File: src/rtl/t05_sram_arbiter_pkg.sv
// Shared types and constants for the SRAM arbiter: FSM states, requester indices
// and timeout defaults.
package t05_pkg;

  typedef enum logic [1:0] {
    StIdle,
    StIssue,
    StWait,
    StDone
  } state_e;

  localparam int unsigned REQ_HIST        = 0;
  localparam int unsigned REQ_HTREE       = 1;
  localparam int unsigned REQ_CB          = 2;
  localparam int unsigned TIMEOUT_DEFAULT = 255;
  localparam int unsigned CNT_W           = 8;

endpackage

File: src/rtl/t05_rr_pick.sv
// Combinational round-robin picker: first set request after last_winner, wrapping.
module t05_rr_pick #(
  parameter int unsigned NREQ = 3,
  parameter int unsigned IW   = 2
) (
  input  logic [NREQ-1:0] i_req,
  input  logic [IW-1:0]   i_last,
  output logic [NREQ-1:0] o_onehot,
  output logic [IW-1:0]   o_idx,
  output logic            o_valid
);

  logic [IW-1:0] w_cand;

  always_comb begin
    o_onehot = '0;
    o_idx    = '0;
    o_valid  = 1'b0;
    w_cand   = '0;
    for (int unsigned s = 1; s <= NREQ; s++) begin
      w_cand = IW'((int'(i_last) + int'(s)) % int'(NREQ));
      if (!o_valid && i_req[w_cand]) begin
        o_valid          = 1'b1;
        o_idx            = w_cand;
        o_onehot[w_cand] = 1'b1;
      end
    end
  end

endmodule

File: src/rtl/t05_sram_arbiter.sv
// Round-robin arbiter granting one of NREQ requesters a single SRAM port, with
// lock-based back-to-back bursts and a bounded wait for the SRAM completion.
module t05_sram_arbiter
  import t05_pkg::*;
#(
  parameter int unsigned NREQ    = 3,
  parameter int unsigned AW      = 32,
  parameter int unsigned DW      = 32,
  parameter int unsigned TIMEOUT = TIMEOUT_DEFAULT
) (
  input  logic              clk,
  input  logic              rst_n,
  input  logic [NREQ-1:0]   req,
  input  logic [NREQ-1:0]   lock,
  input  logic [NREQ-1:0]   we,
  input  logic [NREQ*AW-1:0] addr,
  input  logic [NREQ*DW-1:0] wdata,
  input  logic [NREQ*4-1:0] sel,
  output logic [NREQ-1:0]   grant,
  output logic [NREQ-1:0]   ack,
  output logic              err,
  output logic [DW-1:0]     rdata,
  output logic              busy,
  output logic              bus_req,
  output logic              bus_we,
  output logic [AW-1:0]     bus_addr,
  output logic [DW-1:0]     bus_wdata,
  output logic [3:0]        bus_sel,
  input  logic              bus_done,
  input  logic [DW-1:0]     bus_rdata
);

  localparam int unsigned IW = (NREQ > 1) ? $clog2(NREQ) : 1;
  localparam logic [CNT_W-1:0] TmoLast = CNT_W'(TIMEOUT - 1);

  state_e           r_state;
  logic [IW-1:0]    r_last;
  logic [IW-1:0]    r_owner;
  logic [NREQ-1:0]  r_grant;
  logic [NREQ-1:0]  r_ack;
  logic             r_err;
  logic [DW-1:0]    r_rdata;
  logic             r_busy;
  logic             r_bus_req;
  logic             r_bus_we;
  logic [AW-1:0]    r_bus_addr;
  logic [DW-1:0]    r_bus_wdata;
  logic [3:0]       r_bus_sel;
  logic [CNT_W-1:0] r_cnt;

  logic [NREQ-1:0]  w_win_oh;
  logic [IW-1:0]    w_win_idx;
  logic             w_win_vld;
  logic [IW-1:0]    w_lat_idx;
  logic             w_lat_we;
  logic [AW-1:0]    w_lat_addr;
  logic [DW-1:0]    w_lat_wdata;
  logic [3:0]       w_lat_sel;

  t05_rr_pick #(
    .NREQ (NREQ),
    .IW   (IW)
  ) u_pick (
    .i_req    (req),
    .i_last   (r_last),
    .o_onehot (w_win_oh),
    .o_idx    (w_win_idx),
    .o_valid  (w_win_vld)
  );

  // Payload source: the fresh winner from IDLE, the current owner on a locked re-issue.
  always_comb begin
    w_lat_idx   = (r_state == StIdle) ? w_win_idx : r_owner;
    w_lat_we    = we[w_lat_idx];
    w_lat_addr  = addr[int'(w_lat_idx) * AW +: AW];
    w_lat_wdata = wdata[int'(w_lat_idx) * DW +: DW];
    w_lat_sel   = sel[int'(w_lat_idx) * 4 +: 4];
  end

  always_ff @(posedge clk or negedge rst_n) begin
    if (!rst_n) begin
      r_state     <= StIdle;
      r_last      <= IW'(NREQ - 1);
      r_owner     <= '0;
      r_grant     <= '0;
      r_ack       <= '0;
      r_err       <= 1'b0;
      r_rdata     <= '0;
      r_busy      <= 1'b0;
      r_bus_req   <= 1'b0;
      r_bus_we    <= 1'b0;
      r_bus_addr  <= '0;
      r_bus_wdata <= '0;
      r_bus_sel   <= '0;
      r_cnt       <= '0;
    end else begin
      r_ack     <= '0;
      r_err     <= 1'b0;
      r_bus_req <= 1'b0;
      unique case (r_state)
        StIdle: begin
          if (w_win_vld) begin
            r_owner     <= w_win_idx;
            r_last      <= w_win_idx;
            r_grant     <= w_win_oh;
            r_bus_we    <= w_lat_we;
            r_bus_addr  <= w_lat_addr;
            r_bus_wdata <= w_lat_wdata;
            r_bus_sel   <= w_lat_sel;
            r_bus_req   <= 1'b1;
            r_busy      <= 1'b1;
            r_state     <= StIssue;
          end
        end
        StIssue: begin
          r_cnt   <= '0;
          r_state <= StWait;
        end
        StWait: begin
          if (bus_done) begin
            r_rdata <= bus_rdata;
            r_ack   <= r_grant;
            r_state <= StDone;
          end else if (r_cnt == TmoLast) begin
            r_rdata <= '0;
            r_ack   <= r_grant;
            r_err   <= 1'b1;
            r_state <= StDone;
          end else begin
            r_cnt <= r_cnt + 1'b1;
          end
        end
        StDone: begin
          if (lock[r_owner] && req[r_owner]) begin
            r_bus_we    <= w_lat_we;
            r_bus_addr  <= w_lat_addr;
            r_bus_wdata <= w_lat_wdata;
            r_bus_sel   <= w_lat_sel;
            r_bus_req   <= 1'b1;
            r_state     <= StIssue;
          end else begin
            r_grant <= '0;
            r_busy  <= 1'b0;
            r_state <= StIdle;
          end
        end
        default: r_state <= StIdle;
      endcase
    end
  end

  assign grant     = r_grant;
  assign ack       = r_ack;
  assign err       = r_err;
  assign rdata     = r_rdata;
  assign busy      = r_busy;
  assign bus_req   = r_bus_req;
  assign bus_we    = r_bus_we;
  assign bus_addr  = r_bus_addr;
  assign bus_wdata = r_bus_wdata;
  assign bus_sel   = r_bus_sel;

endmodule
File: config.mk
export PLATFORM = sky130hd
export DESIGN_NAME = t05_sram_arbiter
export DESIGN_NICKNAME = d
export VERILOG_FILES = /design/src/rtl/t05_sram_arbiter_pkg.sv /design/src/rtl/t05_rr_pick.sv /design/src/rtl/t05_sram_arbiter.sv
export SDC_FILE = /design/constraint.sdc
export NUM_CORES = 1
export LEC_CHECK = 0
export CORE_ASPECT_RATIO = 1.25
export CORE_MARGIN = 2
export CORE_UTILIZATION = 30
export DETAILED_ROUTE_END_ITERATION = 6
export DONT_BUFFER_PORTS = 1
export PLACE_DENSITY_LB_ADDON = 0.05
export SYNTH_ARGS = -nofsm -noshare
export SYNTH_HDL_FRONTEND = slang
export SYNTH_SLANG_ARGS = --single-unit
export TNS_END_PERCENT = 1
File: constraint.sdc
create_clock -name clk -period 3.15 [get_ports clk]
set_clock_uncertainty 0.2 [all_clocks]
set_input_delay 0.1575 -clock clk [delete_from_list [all_inputs] [get_ports clk]]
set_output_delay 0.1575 -clock clk [all_outputs]
set_load 0.005 [all_outputs]
# ---- Yosys cells after proc, flatten, opt, wreduce, memory -nomap -nowiden
# Cells that the tools add are included.
dict set report classes {
  add_sub_neg 4
  mul 0
  n_div 3
  order_cmp 8
  eq_ne 10
  shift 3
  muxes 65
  bitwise 2
  n_reduce_logical 18
}
# cell count
set ops {}
lappend ops {{32-bit 2-to-1 mux} 6}
lappend ops {{96-bit by 8-bit variable part select with 32-bit output} 2}
lappend ops {{32-bit case mux with 2 select lines} 2}
lappend ops {{32-bit by 3-bit modulo with 32-bit output (second input constant)} 3}
lappend ops {{3-bit 2-to-1 mux} 8}
lappend ops {{1-bit 2-to-1 mux} 22}
lappend ops {{8-bit 2-to-1 mux} 2}
lappend ops {{8-bit case mux with 2 select lines} 1}
lappend ops {{2-bit by 3-bit < comparator with 1-bit output (second input constant)} 5}
lappend ops {{2-bit 2-to-1 mux} 7}
lappend ops {{1-bit binary-select mux with 2-bit select} 6}
lappend ops {{12-bit by 5-bit variable part select with 4-bit output} 1}
lappend ops {{3-bit AND reduction} 3}
lappend ops {{8-bit by 1-bit adder with 8-bit output (second input constant)} 1}
lappend ops {{8-bit equality test (second input constant)} 1}
lappend ops {{4-bit 2-to-1 mux} 2}
lappend ops {{2-bit inequality test (second input constant)} 4}
lappend ops {{2-bit case mux with 4 select lines} 1}
lappend ops {{4-bit case mux with 2 select lines} 1}
lappend ops {{2-bit by 2-bit adder with 3-bit output (second input constant)} 2}
lappend ops {{1-bit demux with 2-bit select} 3}
lappend ops {{2-bit by 1-bit greater-or-equal comparator with 1-bit output (second input constant)} 3}
lappend ops {{1-bit logical AND} 6}
lappend ops {{3-bit bitwise OR} 2}
lappend ops {{other kinds (11)} 19}
dict set report totals {
  ff_bits 124
  latch_bits 0
  ram_bits 0
  romBits 0
  inputBits 248
  output_inout_bits 110
  word_cells 127
  mem_count 0
}

# ---- Logic depth before layout (Yosys ltp)
dict set report depth {
  word_depth 16
  depth_mapped 12
  mapped_depth_nobuf 7
}

# ---- Cells and area by module
# Synthesis repeated with hierarchy kept, for this count alone.
dict set report unflattened {
  cells_unflattened 526
  area_unflattened_um2 6558.8
}
# module instances cells_per_inst area_each_um2 seq_area_each_um2
set modules_own_cells {}
lappend modules_own_cells {t05_sram_arbiter 1 485 6261.0 3079.2}
lappend modules_own_cells {t05_rr_pick 1 41 297.8 0.0}

# ---- Worst setup path after synthesis
# OpenSTA, ideal clock, no wires.
dict set report synth_timing {
  path_kind {reg2reg}
  start {register r_last[0]}
  end {register r_bus_addr[21], in the netlist bus_addr[21]}
  setup_time_ns 0.135
  arrival_time_ns 2.551
  required_time_ns 2.815
  slack_ns 0.264
  path_stages_with_launch 13
  n_path_buf 5
  synth_period_minus_slack_ns 2.886
  cell_sequence {dfrtp_1 clkbuf_1 inv_1 ha_1 buf_2 nor2b_1 o32a_1 o311a_1 buf_2 buf_2 buf_2 o22ai_1 o211ai_1}
}
dict set report synth_between {
  elab_chain_len 15
  elab_cells_between_ends 29
  classes_between {add/sub (3); div (3); eq/ne (1); shift (1); mux (16); reduce/logical (5)}
}
# item line_no
set synth_lines {}
lappend synth_lines {{start: declaration} t05_sram_arbiter.sv:37} ;# logic [IW-1:0] r_last;
lappend synth_lines {{start signal: assignment} t05_sram_arbiter.sv:83} ;# r_last <= IW'(NREQ - 1);
lappend synth_lines {{start signal: assignment} t05_sram_arbiter.sv:104} ;# r_last <= w_win_idx;
lappend synth_lines {{2-bit by 1-bit adder with 3-bit output} t05_rr_pick.sv:21} ;# w_cand = IW'((int'(i_last) + int'(s)) % int'(NREQ));
lappend synth_lines {{32-bit by 3-bit modulo with 32-bit output} t05_rr_pick.sv:21}
lappend synth_lines {{1-bit binary-select mux with 2-bit select} t05_rr_pick.sv:22} ;# if (!o_valid && i_req[w_cand]) begin
lappend synth_lines {{1-bit 2-to-1 mux (not written as such)} t05_rr_pick.sv:22}
lappend synth_lines {{1-bit 2-to-1 mux} t05_rr_pick.sv:22}
lappend synth_lines {{1-bit logical NOT} t05_rr_pick.sv:22}
lappend synth_lines {{1-bit logical AND} t05_rr_pick.sv:22}
lappend synth_lines {{1-bit 2-to-1 mux} t05_rr_pick.sv:22}
lappend synth_lines {{1-bit logical NOT} t05_rr_pick.sv:22}
lappend synth_lines {{1-bit logical AND} t05_rr_pick.sv:22}
lappend synth_lines {{2-bit 2-to-1 mux} t05_rr_pick.sv:22}
lappend synth_lines {{2-bit 2-to-1 mux} t05_sram_arbiter.sv:73} ;# w_lat_idx = (r_state == StIdle) ? w_win_idx : r_owner;
lappend synth_lines {{96-bit by 8-bit variable part select with 32-bit output} t05_sram_arbiter.sv:75} ;# w_lat_addr = addr[int'(w_lat_idx) * AW +: AW];
lappend synth_lines {{32-bit 2-to-1 mux, on equally long branches} {t05_sram_arbiter.sv:134, t05_sram_arbiter.sv:102}}
lappend synth_lines {{32-bit case mux with 2 select lines} t05_sram_arbiter.sv:100} ;# unique case (r_state)
lappend synth_lines {{end signal: assignment} t05_sram_arbiter.sv:107} ;# r_bus_addr <= w_lat_addr;
lappend synth_lines {{end signal: assignment} t05_sram_arbiter.sv:136} ;# r_bus_addr <= w_lat_addr;
lappend synth_lines {{end: declaration} t05_sram_arbiter.sv:46} ;# logic [AW-1:0] r_bus_addr;
# Parallel ways exist; a longest one is shown, timed or not. The select of a mux whose other input is x is not followed.
# A chain may end at the register's enable or synchronous reset.

# ---- Worst setup path in the final report
dict set report layout_timing {
  start {register r_last[1]}
  end {register r_bus_addr[21], in the netlist bus_addr[21]}
}
# The elaborated chain is that of the path after synthesis.

==> impl_metrics.yaml <==
synthesis:
  synth_enable_flop_cells: 0
  syn_nets: 1360
  avgSynthCellArea_um2: 8.09
  synth.area.top_cells: "dfrtp_1 34%, o211ai_1 10%, o2111ai_1 6.8%"
  synth.distinct_cells: 53
  ys_ff_latch: 123
  synthArstFlopShare: 1.00
  netlist_instances: 1101
  yosys_warnings: 0
  synth_top_area_cell: "dfrtp_1"
  syn_area_um2: 8900
  synthFlopType: "dfrtp_1"
  ys_seq_area_frac: 0.346
  synth_top_area_share: 0.343
timing:
  post-route-period-util: 0.927
  rsz0062_at_grt: "no"
  finalSetupTns_ps: 0
  drv_slew: 0
  max_freq_mhz: 343
  post-route-min-period_ps: 2920
  slew-limit-headroom: 0.497
  holdWs_ps: -775
  setup_viol: 0
  worst_pin_slew_ps: 755
  hold_viol: 123
power:
  p_leak_uw: 0.00473
  vdd_ir_drop_max_v: 0.000996
  powerDensity_nw_per_um2: 1030
clock_tree:
  h-tree-depth: 4
  clkLatencyLatePin_ps: 420
  max-clock-path-buffers: 2
  cts_tree: "done"
  cts_sinks: 123
  root_buffer: "clkbuf_16"
  clk_pin_slew_ps: 60
  ctsHoldBuffers: 241
  cts_buffers: 17
detailed_routing:
  drt_iter0_drc: 614
  viasPerCell: 5.73
  drtAntennaViolNets: 0
  route.detailed.drc: 0
  firstDrtPassIters: 5
  vias: 9691
  avgRoutedWirePerCell_um: 22.6
  wl_um: 38100
setup_path:
  crit_required_ps: 3230
  crit_fanout: 56
  start_kind: "flop"
  rr_endpoint: "bus_addr[21]$_DFFE_PN0P_"
  worstSetupEndpointType: "flop"
  rrSetupSlack_ps: 230
  cpMostUsedCell: "mux2_4"
  cp_slowest_cell: "dfstp_2"
  rr_startpoint: "r_last[1]$_DFFE_PN1P_"
  crit_type: "reg2reg"
  arrival_ps: 3000
  cpPeakStageDelay_ps: 550
  reg2reg_depth: 8
  crit_chain: "inv_1 -> ha_1 -> mux2_4 -> mux2_4 -> o32a_4 -> buf_12 -> o2111ai_1 -> o211ai_1"
layout:
  final_cell_area_um2: 12400
  area_delta_synth_final_pct: 38.8
  nNetsFinal: 1539
  drive_above_1_share: 0.0897
  utilization: 0.422
grt:
  grt_overflow_total: 0
  grt_max_degree: 124
  grt_util_all_layers: 0.239
  antenna_found_initial: 2
  grt_pass1_vias: 10200
  grt_first_pass_wirelength_um: 58300
floorplanning:
  start_util: 0.304
  rows: 70
  die_h_um: 197
  dieArea_um2: 31100
  ioPinCount: 358
  core_area_um2: 29300
  fp.dieW_um: 158
run:
  drv_cap: 0
min_path:
  hp-class: "in2async"
placed_design:
  dp_hpwl_um: 22900
  gp_congestion: 0.798
  post_dp_cell_area_um2: 9350
  numPortBuffers: 0
status:
  violations: "negative hold slack"
  outcome: "finished with violations"
[flip-flops by register name, indices dropped and copies added (netlist names)]
name and cells:
bus_addr 32, bus_wdata 32, rdata 32, r_cnt 8, bus_sel 4, ack 3, grant 3, r_last 2
r_state 2, bus_req 1, bus_we 1, busy 1, err 1, r_owner 1
[worst max-delay path by stage]
stage                               end  slack [ps]                   from
4_1_cts        bus_addr[17]$_DFFE_PN0P_         240  r_last[1]$_DFFE_PN1P_
2_1_floorplan  bus_addr[21]$_DFFE_PN0P_         260  r_last[0]$_DFFE_PN0P_
6_report       bus_addr[21]$_DFFE_PN0P_         230  r_last[1]$_DFFE_PN1P_
5_1_grt        bus_addr[17]$_DFFE_PN0P_          90  r_last[1]$_DFFE_PN1P_
3_5_place_dp   bus_addr[17]$_DFFE_PN0P_         260  r_last[1]$_DFFE_PN1P_
3_3_place_gp      r_last[0]$_DFFE_PN0P_         230  r_last[1]$_DFFE_PN1P_
[cells by family (layout without fill, tap and decap cells)]
logic type      after synthesis  in the layout  synth area share
xor+xnor                      5              5           0.00492
simple gates                332            332             0.169
flops                       123            123             0.346
other cells                   0              2                 0
fa+ha+maj                    11             11            0.0155
compound gates              418            418             0.354
buf+inv                     207            399             0.103
mux                           5              5           0.00843
[power by group]
group	internal [uW]	total [uW]	switching, uW
Clock	1180	2040	854
Sequential	2310	2920	610
Combinational	2860	7830	4970
Total	6350	12800	6430
[cell type report]
cell class / instances / area [um^2]
clock inverters: 14 / 159
diodes: 2 / 5.00
clock buffers: 18 / 429
fillers: 2974 / 16900
multi-input cells: 771 / 4980
flip-flops and latches: 123 / 3080
well taps: 396 / 495
repair buffers: 281 / 2890
inverters: 86 / 323
[placed cells by master, fill, tap and decap left out, types with 3 or more instances in the layout]
| cell | count |
|---|---|
| o22ai_1 | 69 |
| buf_4 | 26 |
| a21oi_1 | 72 |
| inv_1 | 84 |
| xnor2_1 | 5 |
| buf_12 | 14 |
| dlygate4sd3_1 | 241 |
| nor2b_1 | 5 |
| a22o_1 | 34 |
| o31ai_1 | 4 |
| o211ai_1 | 119 |
| nor2_1 | 13 |
| nor3_1 | 74 |
| inv_6 | 5 |
| clkbuf_16 | 17 |
| nand3_1 | 75 |
| and3b_1 | 3 |
| ha_1 | 11 |
| clkinv_4 | 4 |
| o21ai_0 | 8 |
| nand2_1 | 150 |
| o2111ai_1 | 69 |
| dfrtp_1 | 121 |
| o211ai_2 | 20 |
[metal layers]
metal / vias up / GRT usage / wire length [um] / part of all wire
li1: 4517 / - / - / -
met1: 4731 / 0.292 / 16000 / 0.42
met2: 390 / 0.414 / 18800 / 0.49
met3: 53 / 0.0523 / 2580 / 0.068
met4: 0 / 0.0791 / 783 / 0.021
met5: - / 0 / 0 / 0
[cells in the mapped netlist, types with 2 or more instances]
| library cell | n |
|---|---|
| mux2_2 | 2 |
| buf_2 | 20 |
| nand3_1 | 75 |
| clkbuf_1 | 78 |
| buf_1 | 6 |
| a221o_1 | 2 |
| xnor2_1 | 5 |
| a21oi_1 | 72 |
| and3b_1 | 4 |
| buf_6 | 13 |
| mux2_4 | 2 |
| o22ai_1 | 70 |
| a31oi_1 | 2 |
| o2111ai_1 | 69 |
| nor3_1 | 74 |
| inv_1 | 85 |
| buf_4 | 4 |
| o211ai_2 | 21 |
| a21o_1 | 2 |
| nor2_1 | 13 |
| dfrtp_1 | 122 |
| o211ai_1 | 119 |
| o31ai_1 | 4 |
| a22o_1 | 34 |
| ha_1 | 11 |
| nor2b_1 | 5 |
| nand2_1 | 152 |
| o21ai_0 | 8 |
| and3_1 | 2 |
| nand3b_1 | 2 |
[metrics by stage]
step	worst slack, ps	hold WS, ps	total power, uW	instances
floorplan	264	-338	8180	1101
detailed placement	261	-335	10500	1416
global placement	232	-335	10400	1416
CTS	241	-810	12900	1689
finish	231	-775	12800	1691
global route	87.6	-808	13800	1691
[timing repair]
item                                   in CTS  in global routing
buffers inserted                            0                  0
gates resized for setup                     0                  0
endpoints found under the hold margin     233                123
[critical path, delay by kind of cell, from the launching register on]
family	cells	cell delay (ps)
adder cells (fa/ha/maj)	1	330
multiplexers	2	680
flip-flops	1	550
buffers and inverters	2	270
AO/OA/AOI/OAI	3	710
No activity file was read; power rests on OpenSTA's default activity.
